--- src/rtl/fir_pkg.sv ---
// rtl/fir_pkg.sv - shared types, default parameters and helpers for the FIR MAC engine
package fir_pkg;

  localparam int DEF_DW     = 32;
  localparam int DEF_CW     = 32;
  localparam int DEF_AW     = 32;
  localparam int DEF_NTAP   = 11;
  localparam int DEF_SAT_EN = 0;

  typedef enum logic [1:0] {
    IDLE  = 2'd0,
    ACCUM = 2'd1,
    HOLD  = 2'd2
  } fir_state_t;

  // Ceiling log2; clog2(1) = 0 so a single-tap engine needs no guard bits.
  function automatic int clog2(input int value);
    int r;
    r = 0;
    for (int i = 0; i < 31; i++) begin
      if ((1 << i) < value) r = i + 1;
    end
    return r;
  endfunction

endpackage

--- src/rtl/fir_mac_sat.sv ---
// rtl/fir_mac_sat.sv - reduces the full-precision sum to the output width with overflow flag
module fir_mac_sat
  import fir_pkg::*;
#(
  parameter int ACC_W  = 75,
  parameter int AW     = DEF_AW,
  parameter int SAT_EN = DEF_SAT_EN
) (
  input  logic signed [ACC_W-1:0] sum,
  output logic        [AW-1:0]    y_data,
  output logic                    ovf
);

  generate
    if (ACC_W > AW) begin : g_narrow
      localparam logic [AW-1:0] NEG_MIN = AW'(1) << (AW - 1);
      localparam logic [AW-1:0] POS_MAX = ~NEG_MIN;

      // The sum fits in AW signed bits only when every bit above the AW-bit
      // sign position repeats that sign bit.
      logic [ACC_W-AW:0] top_bits;
      assign top_bits = sum[ACC_W-1:AW-1];
      assign ovf      = !((&top_bits) || !(|top_bits));

      // Wrap by default; clamp toward the sign of the true sum when saturating.
      always_comb begin
        y_data = sum[AW-1:0];
        if ((SAT_EN != 0) && ovf) begin
          y_data = sum[ACC_W-1] ? NEG_MIN : POS_MAX;
        end
      end
    end else begin : g_wide
      // Output is at least as wide as the accumulator: sign-extend, never overflows.
      assign ovf    = 1'b0;
      assign y_data = AW'(sum);
    end
  endgenerate

endmodule

--- src/rtl/fir_mac_engine.sv ---
// rtl/fir_mac_engine.sv - streaming multiply-accumulate engine producing one result per NTAP pairs
module fir_mac_engine
  import fir_pkg::*;
#(
  parameter int DW     = DEF_DW,
  parameter int CW     = DEF_CW,
  parameter int AW     = DEF_AW,
  parameter int NTAP   = DEF_NTAP,
  parameter int SAT_EN = DEF_SAT_EN
) (
  input  logic          CLK,
  input  logic          Reset,
  input  logic          clear,
  input  logic          in_valid,
  output logic          in_ready,
  input  logic [DW-1:0] x_data,
  input  logic [CW-1:0] tap_data,
  output logic          out_valid,
  input  logic          out_ready,
  output logic [AW-1:0] y_data,
  output logic          out_ovf,
  output logic          busy
);

  localparam int PW    = DW + CW;
  localparam int ACC_W = PW + clog2(NTAP);
  localparam int CNT_W = clog2(NTAP + 1);
  localparam logic [CNT_W-1:0] CNT_LAST = CNT_W'(NTAP);

  fir_state_t state;

  logic signed [PW-1:0]    x_ext;
  logic signed [PW-1:0]    t_ext;
  logic signed [PW-1:0]    product;
  logic signed [ACC_W-1:0] acc;
  logic signed [ACC_W-1:0] acc_base;
  logic signed [ACC_W-1:0] acc_sum;
  logic [CNT_W-1:0]        count;
  logic [CNT_W-1:0]        count_base;
  logic [CNT_W-1:0]        count_inc;
  logic                    accept;
  logic                    frame_done;
  logic [AW-1:0]           sat_y;
  logic                    sat_ovf;

  // Full-precision signed product: both operands sign-extended to the product width.
  assign x_ext   = {{CW{x_data[DW-1]}}, x_data};
  assign t_ext   = {{DW{tap_data[CW-1]}}, tap_data};
  assign product = x_ext * t_ext;

  // A pair accepted outside ACCUM always opens a fresh frame, so the running
  // sum and count only carry over while accumulating.
  assign acc_base   = (state == ACCUM) ? acc : '0;
  assign acc_sum    = acc_base + ACC_W'(product);
  assign count_base = (state == ACCUM) ? count : '0;
  assign count_inc  = count_base + CNT_W'(1);
  assign frame_done = (count_inc == CNT_LAST);

  // Holding a result only lets a new pair in when the consumer drains it in
  // the same cycle; reset and clear block acceptance outright.
  assign in_ready = !Reset && !clear && ((state != HOLD) || out_ready);
  assign accept   = in_valid && in_ready;

  // The result path sees the sum including the current product so the output
  // register can capture it on the final accept.
  fir_mac_sat #(
    .ACC_W (ACC_W),
    .AW    (AW),
    .SAT_EN(SAT_EN)
  ) u_sat (
    .sum   (acc_sum),
    .y_data(sat_y),
    .ovf   (sat_ovf)
  );

  // Frame FSM with registered result, valid and busy outputs.
  always_ff @(posedge CLK) begin
    if (Reset) begin
      state     <= IDLE;
      acc       <= '0;
      count     <= '0;
      out_valid <= 1'b0;
      y_data    <= '0;
      out_ovf   <= 1'b0;
      busy      <= 1'b0;
    end else if (clear) begin
      state     <= IDLE;
      acc       <= '0;
      count     <= '0;
      out_valid <= 1'b0;
      y_data    <= '0;
      out_ovf   <= 1'b0;
      busy      <= 1'b0;
    end else if (accept) begin
      acc   <= acc_sum;
      count <= count_inc;
      busy  <= 1'b1;
      if (frame_done) begin
        state     <= HOLD;
        out_valid <= 1'b1;
        y_data    <= sat_y;
        out_ovf   <= sat_ovf;
      end else begin
        state     <= ACCUM;
        out_valid <= 1'b0;
      end
    end else if ((state == HOLD) && out_ready) begin
      state     <= IDLE;
      acc       <= '0;
      count     <= '0;
      out_valid <= 1'b0;
      busy      <= 1'b0;
    end
  end

endmodule

--- config.mk ---
export PLATFORM = sky130hd
export DESIGN_NAME = fir_mac_engine
export DESIGN_NICKNAME = d
export VERILOG_FILES = /design/src/rtl/fir_pkg.sv /design/src/rtl/fir_mac_sat.sv /design/src/rtl/fir_mac_engine.sv
export SDC_FILE = /design/constraint.sdc
export NUM_CORES = 2
export LEC_CHECK = 0
export BUFFER_PORTS_ARGS = -buffer_cell sky130_fd_sc_hd__buf_2
export CAP_MARGIN = 20
export CORE_MARGIN = 1.5
export CORE_UTILIZATION = 67
export CTS_CLUSTER_SIZE = 25
export DETAILED_ROUTE_END_ITERATION = 12
export GPL_ROUTABILITY_DRIVEN = 0
export GPL_TIMING_DRIVEN = 1
export PLACE_DENSITY = 0.84
export SLEW_MARGIN = 10
export SYNTH_ARGS = -nofsm -noshare
export SYNTH_HDL_FRONTEND = slang
export SYNTH_SLANG_ARGS = --single-unit
--- constraint.sdc ---
create_clock -name CLK -period 11.7 [get_ports CLK]
set_input_delay 1.755 -clock CLK [delete_from_list [all_inputs] [get_ports CLK]]
set_output_delay 1.755 -clock CLK [all_outputs]
set_load 0.005 [all_outputs]
==> flow_summary.yaml <==
sta:
  hold_viol: 0
  worstMarginPinSlew_ns: 0.991
  slew_viol_final: 0
  finClkSkew_ns: 0.0140
  fmax_mhz: 91.9
  fin_crit_ns: 10.88
  fin_tns_setup_ns: 0
  rsz0062_at_grt: "false"
  setup_viol: 0
  fin_crit_sh: 0.930
  maxSlewHeadroom: 0.335
cts:
  tritoncts: "done"
  clock_path_buffers: 2
  clock_latency_ns: 0.37
  cts_num_sinks: 108
  cts_setup_buffers: 0
  cts_resized: 0
  ctsHoldBuffers: 0
  htreeDepth: 3
  numCtsBuffers: 9
  root_buffer: "clkbuf_16"
  clkTransAtPathRegs_ns: 0.07
synthesis:
  synth_area_leader_cell: "fa_1"
  synth_top_area_share: 0.539
  synth_seq_cells: 108
  ys.flop_type: "dfxtp_1"
  synth-async-reset-ratio: 0
  synth_area_mm2: 0.0465
  syn_inst: 5080
  synthTopCellsByArea: "fa_1, inv_1, and2_1"
  synth_nets: 6629
  syn_avg_cell_area_um2: 9.16
  ys_types: 78
  seq_area_frac_synth: 0.0465
  synth_edf_count: 0
  yosysWarnings: 0
place:
  dpl.hpwl_um: 98500
  port-buffer-count: 104
job:
  cap_violations: 0
cells_and_area:
  syn2layout_area_growth_pct: 2.74
  final_layout_size_suffix_gt1_frac: 0.0366
  multiInputGateArea_mm2: 0.0386
  fillers: 5144
  seqCellArea_mm2: 0.00216
  nets: 6510
global_routing:
  grt_pass1_vias: 37600
  grt_overflow: 0
  antenna_found_initial: 3
  grt_max_degree: 105
  grt_pass1_wl_um: 196000
  grt.total_usage: 0.353
critical_path:
  startpoint_type: "primary input"
  critPathRequiredTime_ns: 11.94
  cp_max_fo: 24
  cp-end-kind: "flop"
  worstSetupPathType: "in -> reg"
  worstPathArrival_ns: 11.12
floorplan:
  core_mm2: 0.0687
  rows: 96
  die_area_mm2: 0.0710
  fp.dieH_um: 266
  initial_core_util: 0.677
  fp.dieW_um: 266
  pin_count: 105
detailed_routing:
  highest_layer: "met5"
  route.antenna.remaining_nets: 0
  drt_iter0_drc: 3150
  wl_met1_um: 44800
  route.met2.wl_um: 55200
  routedWlPerCell_um: 19.7
  via_per_inst: 5.79
  met3_length_um: 14000
  vias: 34200
  drcViolationCount: 0
  routed_wl_um: 116000
  firstDrtPassIters: 6
worst_hold_path:
  min_path_type: "reg -> reg"
status:
  status: "completed"
Yosys cell counts (all sizes together) (8+ instances only):
| master | number |
|---|---|
| a211oi | 15 |
| a21o | 32 |
| a21oi | 112 |
| a22oi | 59 |
| a31oi | 12 |
| and2 | 571 |
| and3 | 9 |
| and4 | 11 |
| buf | 14 |
| clkbuf | 259 |
| dfxtp | 108 |
| fa | 1252 |
| ha | 228 |
| inv | 1261 |
| nand2 | 636 |
| nand2b | 10 |
| nand3 | 23 |
| nand4 | 32 |
| nor2 | 154 |
| nor2b | 9 |
| nor3 | 14 |
| o211ai | 14 |
| o21a | 8 |
| o21ai | 57 |
| o21bai | 11 |
| or3 | 9 |
| or4 | 10 |
| xnor2 | 39 |
| xor2 | 25 |
final cells by class:
cell class / count / share of cell area
clock inverter: 6 / 0.00102
antenna: 5 / 0.000262
inverter: 1261 / 0.0991
timing repair buffer: 143 / 0.0177
clock buffer: 10 / 0.00479
sequential: 108 / 0.0452
multi-input combinational: 3438 / 0.808
tap: 931 / 0.0244
flip-flops by register name, summed over array words and instances, names as in the netlist:
name and cells:
out_valid 1, count 4, acc 68, out_ovf 1, y_data 32, busy 1, state 1
cell families after synthesis:
kind of cell	synth area share
AOI/OAI and AO/OA	0.0551
xor gates and xnor gates	0.0121
adders and majority gates	0.600
buffers and inverters	0.124
DFF	0.0465
muxes	0.000861
and+or+nand+nor	0.161
metrics by stage:
| stage | instances | setup slack (ns) | utilization | hold WS [ns] | area [um^2] |
|---|---|---|---|---|---|
| after floorplan | 5080 | 0.795 | - | 0.427 | 46500 |
| after global placement | 5880 | 0.857 | 0.691 | 0.439 | 47500 |
| after detailed placement | 5880 | 0.569 | 0.691 | 0.444 | 47500 |
| after CTS | 5896 | 0.945 | 0.695 | 0.455 | 47700 |
| after global routing | 5899 | 0.368 | 0.695 | 0.480 | 47800 |
| final | 5902 | 0.820 | 0.696 | 0.453 | 47800 |
worst max-delay path: stages:
cell	delay, ns
buf_2	0.46
nand2_1	0.19
inv_1	0.64
fa_1	0.57
fa_1	0.52
fa_1	0.50
inv_1	0.07
fa_1	0.53
inv_1	0.05
fa_1	0.49
fa_1	0.49
fa_1	0.53
inv_1	0.05
fa_1	0.53
inv_1	0.06
ha_1	0.37
a21oi_1	0.20
o21ai_0	0.21
a211oi_2	0.41
nor2_1	0.14
nor4b_2	0.48
o21bai_1	0.16
xnor2_1	0.20
or4_1	0.54
or4_1	0.45
nor4_1	0.39
o31ai_1	0.12
cells in the final DEF, fill, tap and decap left out, drive strengths merged, types with 5 or more instances in the layout:
cell type and n:
a211oi 15, a21boi 6, a21o 32, a21oi 112
a22oi 59, a311oi 6, a31oi 12, and2 571
and3 9, and4 11, buf 143, clkbuf 10
dfxtp 108, diode 5, fa 1252, ha 228
inv 1263, nand2 636, nand2b 10, nand3 23
nand3b 5, nand4 32, nor2 154, nor2b 9
nor3 14, nor4 7, o211ai 14, o21a 8
o21ai 57, o21bai 11, o31ai 7, or3 9
or4 10, xnor2 39, xor2 25
final timing paths:
| path | startpoint | to | slack [ns] | cells past startpoint |
|---|---|---|---|---|
| setup / recovery | x_data[31] | out_ovf$_SDFFE_PP0P_ | 0.82 | 27 |
| hold / removal | y_data[5]$_SDFFE_PP0P_ | y_data[5]$_SDFFE_PP0P_ | 0.45 | 2 |
| setup reg to reg | state[0]$_SDFFE_PP0P_ | out_ovf$_SDFFE_PP0P_ | 1.81 | 27 |
| hold reg to reg | y_data[5]$_SDFFE_PP0P_ | y_data[5]$_SDFFE_PP0P_ | 0.45 | 2 |
layer usage:
layer	vias up	global-route usage
met2	2001	0.568
li1	14500	-
met4	2	0.0799
met3	234	0.0823
met1	17400	0.492
met5	-	0
Power is not shown: default switching activity piles up to over one toggle a cycle in this logic, so the estimate is an artifact.
